==> config.mk <==
export PLATFORM = sky130hd
export DESIGN_NAME = cla16_adder
export DESIGN_NICKNAME = d
export VERILOG_FILES = /design/src/rtl/cla16_adder.sv
export SDC_FILE = /design/constraint.sdc
export NUM_CORES = 1
export LEC_CHECK = 0
export CAP_MARGIN = 20
export CELL_PAD_IN_SITES_DETAIL_PLACEMENT = 1
export CELL_PAD_IN_SITES_GLOBAL_PLACEMENT = 2
export CORE_MARGIN = 2
export CORE_UTILIZATION = 26
export CTS_CLUSTER_SIZE = 8
export DETAILED_ROUTE_END_ITERATION = 7
export PLACE_DENSITY = 0.82
export SETUP_SLACK_MARGIN = 0.15
export SLEW_MARGIN = 20
export SYNTH_ARGS = -nofsm -noshare
export SYNTH_HDL_FRONTEND = slang
export SYNTH_SLANG_ARGS = --single-unit
==> constraint.sdc <==
create_clock -name clk -period 3.5 [get_ports clk]
set_clock_uncertainty 0.2 [all_clocks]
set_input_delay 0.35 -clock clk [delete_from_list [all_inputs] [get_ports clk]]
set_output_delay 0.35 -clock clk [all_outputs]
set_load 0.03 [all_outputs]
==> src/rtl/cla16_adder.sv <==
// cla16_adder: 16-bit two-level carry-lookahead adder with a registered result.
// Bit-level propagate/generate feed four 4-bit lookahead groups. A second-level
// lookahead unit derives the group carry-ins from the group propagate/generate.
// Sum, carry-out and the block propagate/generate are captured in one output
// register stage. Every carry is a flat sum-of-products, so no carry ripples
// through more than one 4-bit group.
module cla16_adder (
    input  logic        clk,
    input  logic        rst,
    input  logic [15:0] A,
    input  logic [15:0] B,
    input  logic        Cin,
    output logic [15:0] S,
    output logic        Cout,
    output logic        P,
    output logic        G
);

    // Bit-level propagate and generate, plus the carry into each bit position.
    logic [15:0] w_p;
    logic [15:0] w_g;
    logic [15:0] w_c;

    // Group propagate and generate, one pair per 4-bit group.
    logic [3:0]  w_pg;
    logic [3:0]  w_gg;

    // Group carry-ins: index 0 is Cin, then C4, C8, C12 and C16.
    logic [4:0]  w_gc;

    logic        w_blk_g;
    logic [15:0] w_sum;

    // Output register stage.
    logic [15:0] r_s;
    logic        r_cout;
    logic        r_p;
    logic        r_g;

    assign w_p = A ^ B;
    assign w_g = A & B;

    // First level: four 4-bit lookahead groups. Inside a group, each carry is
    // expanded from the group carry-in, so no carry ripples from bit to bit.
    for (genvar k = 0; k < 4; k++) begin : g_group
        localparam int LSB = 4 * k;

        assign w_pg[k] = w_p[LSB+3] & w_p[LSB+2] & w_p[LSB+1] & w_p[LSB];

        assign w_gg[k] = w_g[LSB+3]
                       | (w_p[LSB+3] & w_g[LSB+2])
                       | (w_p[LSB+3] & w_p[LSB+2] & w_g[LSB+1])
                       | (w_p[LSB+3] & w_p[LSB+2] & w_p[LSB+1] & w_g[LSB]);

        assign w_c[LSB]   = w_gc[k];
        assign w_c[LSB+1] = w_g[LSB]
                          | (w_p[LSB] & w_gc[k]);
        assign w_c[LSB+2] = w_g[LSB+1]
                          | (w_p[LSB+1] & w_g[LSB])
                          | (w_p[LSB+1] & w_p[LSB] & w_gc[k]);
        assign w_c[LSB+3] = w_g[LSB+2]
                          | (w_p[LSB+2] & w_g[LSB+1])
                          | (w_p[LSB+2] & w_p[LSB+1] & w_g[LSB])
                          | (w_p[LSB+2] & w_p[LSB+1] & w_p[LSB] & w_gc[k]);
    end

    // Second level: lookahead unit. It computes every group carry-in directly
    // from the group propagate/generate and Cin.
    assign w_gc[0] = Cin;
    assign w_gc[1] = w_gg[0]
                   | (w_pg[0] & Cin);
    assign w_gc[2] = w_gg[1]
                   | (w_pg[1] & w_gg[0])
                   | (w_pg[1] & w_pg[0] & Cin);
    assign w_gc[3] = w_gg[2]
                   | (w_pg[2] & w_gg[1])
                   | (w_pg[2] & w_pg[1] & w_gg[0])
                   | (w_pg[2] & w_pg[1] & w_pg[0] & Cin);
    assign w_gc[4] = w_blk_g
                   | (w_pg[3] & w_pg[2] & w_pg[1] & w_pg[0] & Cin);

    // Block generate is the carry-out with the Cin term removed. This is what a
    // wider adder's lookahead unit needs when it cascades this block.
    assign w_blk_g = w_gg[3]
                   | (w_pg[3] & w_gg[2])
                   | (w_pg[3] & w_pg[2] & w_gg[1])
                   | (w_pg[3] & w_pg[2] & w_pg[1] & w_gg[0]);

    assign w_sum = w_p ^ w_c;

    // Capture the result on each edge. Reset clears the outputs and takes
    // priority over the operands.
    always_ff @(posedge clk) begin
        // NOTE: non-blocking assignments, so every register in this block
        // samples the values that were present before the clock edge.
        if (rst) begin
            r_s    <= 16'h0000;
            r_cout <= 1'b0;
            r_p    <= 1'b0;
            r_g    <= 1'b0;
        end else begin
            r_s    <= w_sum;
            r_cout <= w_gc[4];
            r_p    <= w_pg[3] & w_pg[2] & w_pg[1] & w_pg[0];
            r_g    <= w_blk_g;
        end
    end

    assign S    = r_s;
    assign Cout = r_cout;
    assign P    = r_p;
    assign G    = r_g;

endmodule

==> impl_results.md, run 1 <==
* Site row count at 25
* Status: complete, no violations
* Synth Area in Simple Gates at 0.1923
* Clk sinks at 19
* Area delta synth->final at 51.13%
* Worst Path Arrival at 2.65 ns
* Xor/xnor cell area share of the yosys netlist at 0.04809
* Crit. End Element: flop
* Nets at 246
* Yosys cell types at 41
* Non-Filler Instances at 257
* Initial antenna violation count at 0
* Antenna Cells at 0
* Avg Synthesized Cell Area at 9.444 µm²
* Inst Count DP at 253
* Max Slew Vio Count at 0
* Gr ovfl total at 0
* Sequential-to-total area share from yosys stat at 0.2983
* CP Capture Point: S[13]
* I/O Pins at 54
* Unrepaired setup endpoints after global routing: false
* Hold bufs inserted after CTS at 0
* Net Count, Synth at 190
* Setup_tns at 0 ns
* Share of cells above drive strength 1 at 0.08421
* Final setup fails at 0
* Gpl congestion at 0.8190
* Initial drt markers at 37
* Worst path most repeated cell: a21o_1
* Vias in the first global route at 1,290
* Clk slew on worst S/H paths at 0.07 ns
* Slew @ Worst Pin at 0.5172 ns
* Starting Density at 0.2699
* Peak fanout along the critical path at 6
* Clock buffer count from CTS at 3
* Port Buffers at 53
* Vias at 1,199
* Maximum VDD drop at 0.1250 mV
* Total Wirelength at 3.443 mm
* Crit Path Class: primary input to flop
* Die width at 74.03 µm
* CTS tree: yes
* Multiplexer area fraction after synthesis at 0.01668
* Slew HR at 0.6541
* Tcrit/Tclk final at 0.7768
* Via density at 4.665
* Cts repair resizes at 0
* Worst Path Required at 3.43 ns
* Post-synth design cell area at 1275 µm²
* Count of state elements after synthesis at 19
* H-tree levels at 1
* Area leader, netlist: dfxtp_1
* Fmax at 0.3678 GHz
* Post-synth top area share at 0.2983
* Synthesized instance count at 135
* First-pass GRT wire length at 5.747 mm
* Most frequent cells in the layout: clkdlybuf4s50_1, dfxtp_1, ha_1
* Core area at 4723 µm²
* DRC viols at 0
* GRT Util Overall at 0.1329
* Avg WL per Cell at 13.40 µm
* Worst min-delay path category: primary input to flop
* Leak pwr at 0.8079 nW
* Ys flop type: dfxtp_1
* Post-CTS Setup Repair Bufs at 0
* Pin count of the biggest net entering global routing at 15
* Main area contributors after synthesis: dfxtp_1, ha_1, fa_1, nor2_1, a21oi_1
* Fin crit period at 2.719 ns
* FFs w/ async S/R, synth at 0
* Die ar. at 5480 µm²
* PwrDens at 367.3 nW/µm²
* Die outline height at 74.03 µm
* Area fraction in compound gates after synthesis at 0.1953
* CP Launch Type: primary input
* Antenna viol nets, final at 0
* Root Driver: clkbuf_8
* Yosys warns at 0
* Final Hold Violating Endpoints at 0
* Layout Utilization at 0.4079
* MaxCap Viol Count at 0
* Clock Tree Buf Depth at 2
* Most common cell after layout, fill and taps aside: clkdlybuf4s50_1
* Slowest CP cell: clkdlybuf4s50_1
* Crit path largest cell delay at 0.41 ns
* First drt pass iteration count at 4
* DP HPWL at 2.843 mm
* EDFF count, synth at 0
* Largest family of logic cells by synthesized area: adder cells
* Adder-cell share of the synthesized area at 0.2198
* Setup crit start: A[9]
* Crit-path cells: clkdlybuf4s50_1 -> ha_1 -> a21o_1 -> a21o_1 -> a21oi_1 -> nand2_1 -> fa_1 -> xnor2_1 -> nor2_1
-- stage by stage --
stage | setup WS, ns | power (mW) | instance area, µm² | hold WS [ns]
CTS | 0.7957 | 0.7164 | 1927 | 0.6047
detailed placement | 0.5277 | 0.5578 | 1882 | 0.8691
global placement | 0.6077 | 0.5497 | 1882 | 0.8650
floorplan | 1.173 | 0.4337 | 1275 | 0.3548
global route | 0.6619 | 0.7532 | 1927 | 0.6267
finish | 0.7812 | 0.7077 | 1927 | 0.5944
-- layer usage --
layer | part of all wire | GRT usage | up-vias | wire [µm]
met5 | 0 | 0 | - | 0
met4 | 0 | 0.03030 | 0 | 0
met3 | 0.051 | 0.02168 | 0 | 174
met2 | 0.51 | 0.2530 | 32 | 1762
met1 | 0.44 | 0.1545 | 567 | 1507
li1 | - | - | 600 | -
-- how the worst min path moves through the flow --
| stage | from | end | slack (ns) | cells after the start |
|---|---|---|---|---|
| 2_1_floorplan | Cin | Cout | 0.35 | 2 |
| 3_3_place_gp | Cin | Cout | 0.87 | 3 |
| 3_5_place_dp | Cin | Cout | 0.87 | 3 |
| 4_1_cts | Cin | Cout | 0.60 | 3 |
| 5_1_grt | Cin | Cout | 0.63 | 3 |
| 6_report | Cin | Cout | 0.59 | 3 |
-- power by group --
part	total, mW	internal (mW)	leakage, nW	switching [mW]
clock	0.157	0.0810	0.0228	0.0761
combinational	0.301	0.144	0.627	0.157
sequential	0.250	0.244	0.158	0.00640
-- worst max-delay path: cells and delay by family --
family,cells,cell delay [ns]
fa+ha+maj,2,0.78
compound gates,3,0.75
buf+inv,1,0.41
xor+xnor,1,0.17
simple gates,2,0.17
-- logic make-up (layout without fill, tap and decap cells) --
| family | after synthesis | in the layout |
|---|---|---|
| adder cells (fa/ha/maj) | 20 | 20 |
| AO/OA/AOI/OAI | 33 | 33 |
| multiplexers | 2 | 2 |
| buffers and inverters | 9 | 64 |
| AND/OR/NAND/NOR | 45 | 45 |
| XOR/XNOR | 7 | 7 |
| flip-flops | 19 | 19 |
-- cell usage after synthesis (3+ instances only) --
master / instances
dfxtp_1: 19
ha_1: 16
nor2_1: 14
a21oi_1: 9
inv_1: 6
a21o_1: 5
nand2_1: 5
nand4_1: 5
a31oi_1: 4
fa_1: 4
nor2b_1: 4
xnor2_1: 4
nand3_1: 3
xor2_1: 3
-- sequential cells by signal, summed over array words and instances, names as in the netlist --
signal  cells
Cout        1
G           1
P           1
S          16
-- final cells by class --
class	instances	area, µm²
Clock buffer	4	45.04
Tap cell	67	83.83
Timing Repair Buffer	54	538.0
Fill cell	542	2796
Inverter	6	22.52
Multi-Input combinational cell	107	857.1
Sequential cell	19	380.4
Power figures use the tool's default switching activity.
==> run 2, diff against run 1 <==
--- a/config.mk
+++ b/config.mk
@@ -9,10 +9,10 @@
 export CELL_PAD_IN_SITES_DETAIL_PLACEMENT = 1
 export CELL_PAD_IN_SITES_GLOBAL_PLACEMENT = 2
 export CORE_MARGIN = 2
-export CORE_UTILIZATION = 26
+export CORE_UTILIZATION = 22
 export CTS_CLUSTER_SIZE = 8
 export DETAILED_ROUTE_END_ITERATION = 7
-export PLACE_DENSITY = 0.82
+export PLACE_DENSITY = 0.73
 export SETUP_SLACK_MARGIN = 0.15
 export SLEW_MARGIN = 20
 export SYNTH_ARGS = -nofsm -noshare
==> constraint.sdc (replaced) <==
create_clock -name clk -period 2.3 [get_ports clk]
set_clock_uncertainty 0.2 [all_clocks]
set_input_delay 0.23 -clock clk [delete_from_list [all_inputs] [get_ports clk]]
set_output_delay 0.23 -clock clk [all_outputs]
set_load 0.03 [all_outputs]
==> run 2 against run 1 <==
Net effect: sequential share of layout area decreased by 3.6 points; first-iteration DRC count fell by 41%; worst setup slack worse by 0.58 ns; via count grew 16%; combinational power increased by 91%; critical path type unchanged.
==> impl_results.md, run 2 (synthesis results as in run 1) <==
* Final setup fails at 0 (unchanged)
* Maximum VDD drop at 0.2008 mV (+61%)
* Share of cells above drive strength 1 at 0.3174 (+0.2332)
* GRT Util Overall at 0.1413 (+0.008376)
* Tcrit/Tclk final at 0.9106
* Number of flip-flops in the largest register at 16 (unchanged)
* Peak fanout along the critical path at 3 (-3)
* Fin crit period at 2.094 ns
* Crit. End Element: flop
* Fmax at 0.4775 GHz
* Die outline height at 80.13 µm (+8.2%)
* Fill cells at 644 (+19%)
* CP Capture Point: S[12]
* CP Launch Type: primary input
* Total Wirelength at 4.369 mm (+27%)
* Slowest CP cell: fa_2
* Starting Density at 0.2301 (-0.03981)
* Initial drt markers at 22 (-41%)
* Slew @ Worst Pin at 0.3231 ns (-0.1941 ns)
* Leak pwr at 1.070 nW (+32%)
* Hold WS at 0.3064 ns (-0.2880 ns)
* Worst min-delay path category: primary input to flop
* Via density at 4.619 (-0.99%)
* Avg WL per Cell at 14.47 µm (+8.0%)
* Layout Utilization at 0.4266 (+0.01866)
* Worst path bufs/invs at 2 (+1)
* Worst Path Arrival at 2.11 ns (-0.54 ns)
* PwrDens at 511.3 nW/µm² (+39%)
* Max Slew Vio Count at 0 (unchanged)
* Final Hold Violating Endpoints at 0 (unchanged)
* Crit Path Class: primary input to flop
* Initial antenna violation count at 0 (unchanged)
* Clock Tree Buf Depth at 2 (unchanged)
* Hold Path Stages at 5 (+2)
* DRC viols at 0 (unchanged)
* Power Total at 1.208 mW (+71%)
* Die width at 80.13 µm (+8.2%)
* Antenna viol nets, final at 0 (unchanged)
* Core area at 5540 µm² (+17%)
* CP Depth at 9 (unchanged)
* Clock buffer count from CTS at 3 (unchanged)
* Setup_tns at 0 ns (unchanged)
* Pin count of the biggest net entering global routing at 12 (-3)
* Port Buffers at 53 (unchanged)
* Crit-path cells: dlygate4sd2_1 -> ha_1 -> a21oi_2 -> buf_4 -> o211ai_4 -> a22oi_2 -> nand2_2 -> fa_2 -> nor2b_1
* Inst Count DP at 292 (+15%)
* Setup crit start: B[0]
* Clk slew on worst S/H paths at 0.08 ns (about the same)
* Hold Path Origin: A[2]
* Clk sinks at 19 (unchanged)
* Area delta synth->final at 85.38%
* Most common cell after layout, fill and taps aside: buf_4
* Vias in the first global route at 1,573 (+22%)
* Gr ovfl total at 0 (unchanged)
* DP HPWL at 3.456 mm (+22%)
* Die ar. at 6420 µm² (+17%)
* I/O Pins at 54 (unchanged)
* Critical path's top delay family: adder cells
* MaxCap Viol Count at 0 (unchanged)
* Non-Filler Instances at 302 (+18%)
* Antenna Cells at 0 (unchanged)
* Unrepaired setup endpoints after global routing: true
* First-pass GRT wire length at 7.044 mm (+23%)
* Site row count at 27 (+8.0%)
* H-tree levels at 1 (unchanged)
* Root Driver: clkbuf_8
* Most frequent cells in the layout: buf_4, clkdlybuf4s50_1, dlygate4sd2_1
* Slew HR at 0.7816 (+0.1275)
* Vias at 1,395 (+16%)
* First drt pass iteration count at 3 (-1)
* Status: complete, no violations
* Worst Path Required at 2.31 ns (-1.12 ns)
* Gpl congestion at 0.8033 (-1.9%)
* Crit path largest cell delay at 0.53 ns (+0.12 ns)
* CTS tree: yes
* Nets at 286 (+16%)
==> run 2: changes by cell type in the layout (fill, tap and decap cells not counted), moves of 3 or more <==
cell and delta:
buf_4 +40, clkdlybuf4s50_1 -24, dlygate4sd2_1 +20, ha_1 -8
ha_4 +8, a21oi_1 -4, dlymetal6s2s_1 +4, a21oi_2 +3
==> run 2: power by group <==
group	internal (mW)	switching [mW]	leakage, nW
combinational	0.295	0.279	0.889
clock	0.124	0.127	0.0228
sequential	0.371	0.0115	0.158
total	0.790	0.418	1.07
==> run 2: timing repair <==
| item | in CTS | in global routing |
|---|---|---|
| hold buffers | 0 | 0 |
| resized for setup | 37 | 7 |
| pin swaps | 14 | 5 |
| buffers inserted | 6 | 0 |
| endpoints found under the setup margin | 9 | 5 |
==> run 2: worst min-delay path by stage <==
stage,end,slack [ns]
global route,S[1],0.36
CTS,S[0],0.33
finish,S[3],0.31
global placement,Cout,0.73
detailed placement,Cout,0.73
floorplan,Cout,0.23
==> run 2: worst min-delay path, cell delays in order <==
cell	delay, ns
dlymetal6s2s_1	0.12
ha_4	0.16
a21oi_1	0.05
xor2_1	0.12
nor2_1	0.05
==> run 2: per-layer routing <==
metal  global-route usage  share of wire  vias to the layer above
li1                     -              -                      679
met1               0.1510           0.40                      672
met2               0.2783           0.54                       39
met3              0.01798          0.041                        5
met4              0.05085          0.015                        0
met5                    0              0                        -
==> run 2: metrics by stage <==
stage               setup slack, ns  cell area (µm²)
floorplan                    0.1612             1282
global placement            -0.2425             2151
detailed placement          -0.2996             2151
CTS                          0.1723             2335
global route                0.09257             2364
finish                       0.2056             2364
==> run 2: layout make-up <==
cell class              count  area [µm²]  area share
clock buffers               4       45.04     0.01906
inverters                   6       22.52    0.009529
multi-input cells         107        1002      0.4240
flip-flops and latches     19       380.4      0.1609
well taps                  72       90.09     0.03812
repair buffers             94       823.3      0.3483
